File: src/rtl/eth_rx_frame_writer.sv
// Writes MAC RX AXI-Stream frames into a word-addressed ring buffer and emits one
// descriptor per good frame; bad, oversize or overflowing frames are rewound and counted.
//
// state | meaning
// IDLE  | waiting for the first beat of a frame
// RECV  | writing beats of a frame into the ring
// DROP  | discarding the rest of a bad frame until tlast
// DESC  | holding the descriptor until desc_ready
module eth_rx_frame_writer #(
   parameter int DATA_WIDTH      = 64,
   parameter int KEEP_WIDTH      = DATA_WIDTH / 8,
   parameter int ADDR_WIDTH      = 12,
   parameter int LEN_WIDTH       = 16,
   parameter int MAX_FRAME_BYTES = 9216
) (
   input  logic                  clock,
   input  logic                  resetn,
   input  logic [DATA_WIDTH-1:0] s_axis_tdata,
   input  logic [KEEP_WIDTH-1:0] s_axis_tkeep,
   input  logic                  s_axis_tvalid,
   output logic                  s_axis_tready,
   input  logic                  s_axis_tlast,
   input  logic                  s_axis_tuser,
   output logic                  buf_wr_en,
   output logic [ADDR_WIDTH-1:0] buf_wr_addr,
   output logic [DATA_WIDTH-1:0] buf_wr_data,
   output logic [KEEP_WIDTH-1:0] buf_wr_strb,
   input  logic [ADDR_WIDTH-1:0] buf_rd_ptr,
   output logic                  desc_valid,
   input  logic                  desc_ready,
   output logic [ADDR_WIDTH-1:0] desc_start,
   output logic [LEN_WIDTH-1:0]  desc_len,
   output logic [15:0]           drop_count
);

   localparam int CNT_W = LEN_WIDTH + 1;

   typedef enum logic [1:0] {IDLE, RECV, DROP, DESC} state_t;

   state_t                state;
   logic [ADDR_WIDTH-1:0] wr_ptr;
   logic [ADDR_WIDTH-1:0] frame_start;
   logic [CNT_W-1:0]      byte_cnt;

   logic [CNT_W-1:0]      beat_len;
   logic [CNT_W-1:0]      new_cnt;
   logic [ADDR_WIDTH-1:0] free_words;
   logic [ADDR_WIDTH-1:0] start_cur;
   logic                  accept;
   logic                  beat_ok;
   logic                  drop_exit;

   always_comb begin
      beat_len = '0;
      if (s_axis_tlast) begin
         for (int i = 0; i < KEEP_WIDTH; i++) begin
            beat_len = beat_len + CNT_W'(s_axis_tkeep[i]);
         end
      end else begin
         beat_len = CNT_W'(KEEP_WIDTH);
      end
      new_cnt    = byte_cnt + beat_len;
      free_words = buf_rd_ptr - wr_ptr - ADDR_WIDTH'(1);
      beat_ok    = (free_words != '0) && (new_cnt <= CNT_W'(MAX_FRAME_BYTES));
      accept     = s_axis_tvalid && s_axis_tready;
      // frame_start is only loaded on the first beat, so IDLE uses wr_ptr directly
      start_cur  = (state == IDLE) ? wr_ptr : frame_start;
      drop_exit  = 1'b0;
      if (accept && s_axis_tlast) begin
         case (state)
            IDLE, RECV: drop_exit = !beat_ok || s_axis_tuser;
            DROP:       drop_exit = 1'b1;
            default:    drop_exit = 1'b0;
         endcase
      end
   end

   always_ff @(posedge clock or negedge resetn) begin
      if (!resetn) begin
         state         <= IDLE;
         wr_ptr        <= '0;
         frame_start   <= '0;
         byte_cnt      <= '0;
         s_axis_tready <= 1'b0;
         buf_wr_en     <= 1'b0;
         buf_wr_addr   <= '0;
         buf_wr_data   <= '0;
         buf_wr_strb   <= '0;
         desc_valid    <= 1'b0;
         desc_start    <= '0;
         desc_len      <= '0;
         drop_count    <= '0;
      end else begin
         buf_wr_en <= 1'b0;
         if (state != DESC) s_axis_tready <= 1'b1;
         case (state)
            IDLE, RECV: begin
               if (accept) begin
                  if (state == IDLE) frame_start <= wr_ptr;
                  if (!beat_ok) begin
                     state <= DROP;
                  end else begin
                     buf_wr_en   <= 1'b1;
                     buf_wr_addr <= wr_ptr;
                     buf_wr_data <= s_axis_tdata;
                     buf_wr_strb <= s_axis_tkeep;
                     wr_ptr      <= wr_ptr + ADDR_WIDTH'(1);
                     byte_cnt    <= new_cnt;
                     if (s_axis_tlast && !s_axis_tuser) begin
                        desc_valid    <= 1'b1;
                        desc_start    <= start_cur;
                        desc_len      <= new_cnt[LEN_WIDTH-1:0];
                        s_axis_tready <= 1'b0;
                        state         <= DESC;
                     end else begin
                        state <= RECV;
                     end
                  end
               end
            end
            DROP: begin
            end
            DESC: begin
               if (desc_ready) begin
                  desc_valid    <= 1'b0;
                  byte_cnt      <= '0;
                  s_axis_tready <= 1'b1;
                  state         <= IDLE;
               end
            end
            default: state <= IDLE;
         endcase
         // rewind overrides any pointer advance made by the same beat
         if (drop_exit) begin
            wr_ptr   <= start_cur;
            byte_cnt <= '0;
            state    <= IDLE;
            if (drop_count != 16'hFFFF) drop_count <= drop_count + 16'd1;
         end
      end
   end

endmodule

File: config.mk
export PLATFORM = sky130hd
export DESIGN_NAME = eth_rx_frame_writer
export DESIGN_NICKNAME = d
export VERILOG_FILES = /design/src/rtl/eth_rx_frame_writer.sv
export SDC_FILE = /design/constraint.sdc
export NUM_CORES = 1
export LEC_CHECK = 0
export CORE_ASPECT_RATIO = 1.75
export CORE_MARGIN = 3
export CORE_UTILIZATION = 64
export DETAILED_ROUTE_END_ITERATION = 10
export DONT_BUFFER_PORTS = 1
export PLACE_DENSITY_LB_ADDON = 0.12
export SLEW_MARGIN = 30
export SYNTH_ARGS = -nofsm -noshare
export SYNTH_HDL_FRONTEND = slang
export SYNTH_SLANG_ARGS = --single-unit
File: constraint.sdc
create_clock -name clock -period 4.6 [get_ports clock]
set_input_delay 0.92 -clock clock [delete_from_list [all_inputs] [get_ports clock]]
set_output_delay 0.92 -clock clock [all_outputs]
set_load 0.01 [all_outputs]
==> results of run 1 <==
[worst register-to-register path, stage by stage, from the launching register on]
cell       delay (ns)
dfrtp_1          0.47
inv_1            0.13
ha_1             0.25
fa_1             0.41
nor2b_1          0.15
or4_1            0.48
a2111oi_2        0.30
o2111ai_1        0.20
a2111oi_2        0.48
nand3_2          0.19
buf_4            0.22
nand3_4          0.16
clkbuf_16        0.21
nand3_2          0.09
xnor2_1          0.27
[registers in the layout, summed over array words and instances (netlist names)]
register / cells
buf_wr_strb: 8
buf_wr_addr: 12
wr_ptr: 12
desc_start: 12
frame_start: 12
buf_wr_data: 64
s_axis_tready: 1
buf_wr_en: 1
drop_count: 16
state: 2
desc_len: 16
desc_valid: 1
byte_cnt: 17
[final cells by class]
cell class                 instances  share of cell area (%)
clock inverter                    15                    1.61
inverter                          34                    1.26
sequential                       174                    40.7
clock buffer                      17                    3.97
tap                              174                    2.03
multi-input combinational        562                    42.6
timing repair buffer              80                    7.83
[report_power, final]
group | leakage, nW | internal [mW] | switching, mW
logic | 2.30 | 0.990 | 1.06
clock network | 0.289 | 0.775 | 0.687
registers | 2.15 | 2.01 | 0.647
total | 4.74 | 3.78 | 2.40
[path summary, 6_finish.rpt]
check / start / end / slack, ns / cells past startpoint
worst min register to register: wr_ptr[6]$_DFFE_PN0P_ / frame_start[6]$_DFFE_PN0P_ / 0.52 / 2
max in group asynchronous: resetn / desc_len[0]$_DFFE_PN0P_ / 4.25 / 0
min in group clock: wr_ptr[6]$_DFFE_PN0P_ / frame_start[6]$_DFFE_PN0P_ / 0.52 / 2
worst min-delay path: resetn / buf_wr_data[14]$_DFFE_PN0P_ / 0.18 / 0
worst max-delay path: s_axis_tkeep[3] / drop_count[13]$_DFFE_PN0P_ / -1.19 / 21
worst max register to register: wr_ptr[0]$_DFFE_PN0P_ / drop_count[13]$_DFFE_PN0P_ / 0.50 / 14
[Yosys cell counts (4+ instances only)]
library cell    n
mux2i_1        17
dfrtp_1       174
o21ai_1         5
clkbuf_1       17
nor2b_1         6
ha_1           20
nand4_1        12
nor2_1         25
o22ai_1         4
xor2_1          8
nand3_1        47
o31ai_1         4
o211ai_1        4
and3_1         21
a211oi_1        5
a21oi_1        15
nand2_1        74
fa_1            6
buf_4           9
o21ai_0        58
nand2b_1        9
inv_1          34
a31oi_1         8
xnor2_1        19
and2_1         13
mux2_2         82
nor4_1          6
or2_2           7
buf_2          15
nor3_1         19
a21o_1          5
[metal layers]
layer	vias up	track usage, %	wire length [um]
met4	0	13.2	1200
met5	-	0	0
li1	3032	-	-
met2	324	55.3	13300
met1	3383	30.5	8150
met3	78	6.29	1660
[cells by family after synthesis]
kind of cell    count (synthesis)
simple gates                  260
xor+xnor                       27
fa+ha+maj                      26
compound gates                147
flops                         174
buf+inv                        79
mux                           102
[through the flow]
step	total power, mW	cells	hold slack [ns]	TNS [ns]	utilization (%)
2_1_floorplan	3.87	815	0.471	-184.96	-
3_3_place_gp	4.38	1002	0.489	-228.12	69.6
3_5_place_dp	4.49	1002	0.499	-244.72	69.6
4_1_cts	6.01	1039	0.172	-161.10	75.0
5_1_grt	6.48	1056	0.168	-189.46	79.6
6_report	6.17	1056	0.177	-169.31	79.6
[repair_timing]
item                                    4_1_cts  5_1_grt
pin swaps                                     5       28
buffers inserted                              5       13
gates cloned                                  0        6
gates resized for setup                      27       94
endpoints found under the setup margin      162      162
==> results by group, run 1 <==
Clock tree
  – Clock latency reported for the late side of the worst-skew pair: roughly 0.44 ns
  – CTS buffer count: 17
  – Total clock sinks: 174
  – Worst-path clk slew: roughly 0.070 ns
  – Root buf cell: clkbuf_16
  – CTS max path bufs: 2
  – # hold bufs at CTS: 0
  – # H-tree levels: 4
  – CTS tree: built

Logic synthesis
  – Largest family of logic cells by synthesized area: simple AND/OR/NAND/NOR gates
  – EDFF count, synth: 0
  – Xor/xnor share of the synthesized area: 2.68%
  – Post-Synthesis Cells: 815
  – Post-synthesis adder-cell area fraction: under 10%
  – Async set or reset register ratio after synthesis: 100%
  – Prevailing post-synth register cell: dfrtp_1
  – Synthesized area: about 8800 um^2
  – Mapped Nets: a little over 900
  – Syn Area/Cell: roughly 11 um^2
  – Post-Synth Simple-Gate Area: between 10% and 20%
  – Number of synthesized register bits: around 170
  – Share of the synthesized area in the top cell type: 49.3%
  – Leading area contributor after synthesis: dfrtp_1
  – Post-synthesis cell type count: 73
  – Compound-Gate Fraction of Synth Area: between 10% and 20%
  – Multiplexer share of the synthesized area: around an eighth
  – Synth warn: 0
  – Dominant cells by area after synthesis: dfrtp_1 49%, mux2_2 10%, o21ai_0 3.3%, nand2_1 3.1%, ha_1 2.8%
  – Register area share after synthesis: 49.3%

Die
  – Die width: around 95 um
  – Initial Utilization: 65.7%
  – # IOs: around 220
  – Rows: 56
  – Core area: roughly 13,000 um^2
  – Die Span Y: around 160 um
  – Die Footprint: 15,300 um^2

Global routing
  – Pin count of the biggest net entering global routing: 175
  – Gr ovfl total: 0
  – Initial antenna violation count: 0
  – Vias in the first global route: about 6,800
  – First-pass GRT wire length: roughly 35,000 um
  – Gr usage total: between 20% and 30%

Detailed routing
  – DRC: 0
  – Total wire length: 24,300 um
  – Wirelength per Cell: 23.0 um
  – Number of iterations in the first detailed-routing pass: 5
  – Via/cell ratio: roughly 6.5
  – Via count: 6,817
  – Post-route ant nets: 0
  – Initial DRC Count: roughly 410

Critical path
  – Critical Path RT: between 4 and 5 ns
  – Buf/Inv on CP: 5
  – Startpoint Class: input pin
  – CP delay by family, top: adder cells
  – Largest stage delay, worst path: 0.57 ns
  – Crit path capture type: flop
  – Slowest-stage cell, CP: fa_1
  – Kind of critical path: in2reg
  – Worst Path Arrival: around 6.1 ns
  – Critical path cell sequence: inv_8 > fa_1 > fa_1 > fa_1 > inv_1 > ha_2 > fa_1 > and2_4 > fa_2 > a211oi_4 > nor4_4 > mux2i_1 > o311a_1 > o31a_1 > or2_4 > buf_12 > buf_6 > nand3_4 > clkbuf_16 > nand3_2 > xnor2_1
  – Most frequent cell on the critical path: fa_1
  – Crit path max fanout: 7

Status
  – Violated checks: negative setup slack
  – Status: complete, but fails checks

Final layout
  – Most frequent cells in the layout: 174 x dfrtp_1, 77 x mux2_2, 68 x nand2_1, 51 x buf_4, 36 x o21ai_0
  – Area of all placed cells without fillers: ~11,000 um^2
  – Most common cell after layout, fill and taps aside: dfrtp_1
  – # fillers: 786
  – Ant. Diodes: 0
  – Layout cell share with drive strength beyond 1: roughly 33%
  – Multi-input logic area: between 4000 and 5000 um^2
  – Area Growth Syn to Fin: 21.2%
  – Reg area: ~4400 um^2
  – Layout Nets: 985

STA
  – Fmax: 0.173 GHz
  – Relative slew slack: roughly a tenth
  – Worst setup margin: -1.19 ns
  – Final hold vios: 0
  – Slew @ Worst Pin: 1.34 ns
  – Unrepaired setup endpoints after global routing: true
  – Tcrit/Tclk final: 126%
  – Worst clock skew: between 0.015 and 0.02 ns
  – Slew Viols, Final: 0
  – Final min period: between 5 and 6 ns
  – Final setup violation count: between 150 and 200

Placement
  – DP Wirelength: 16,400 um
  – Placed cell area: around 9400 um^2
  – Port bufs: 0
  – Final GP Congestion: ~0.89
  – Pre-CTS setup slack: -1.63 ns

Pwr
  – Static Leak: between 4 and 5 nW
  – VDD IR-drop max: around 0.34 mV
  – P per Cell Area: 577 nW/um^2

Min path
  – Min-delay worst type: in2async

Flow run
  – Max Cap Viol: 0
No activity file was read; power rests on OpenSTA's default activity.
==> run 2, diff against run 1 <==
--- a/config.mk
+++ b/config.mk
@@ -8,6 +8,7 @@
 export CORE_ASPECT_RATIO = 1.75
 export CORE_MARGIN = 3
 export CORE_UTILIZATION = 64
+export CTS_BUF_LIST = sky130_fd_sc_hd__clkbuf_16
 export DETAILED_ROUTE_END_ITERATION = 10
 export DONT_BUFFER_PORTS = 1
 export PLACE_DENSITY_LB_ADDON = 0.12
==> results of run 2 <==
The final DEF is identical to that of run 1; final timing and power are the same.
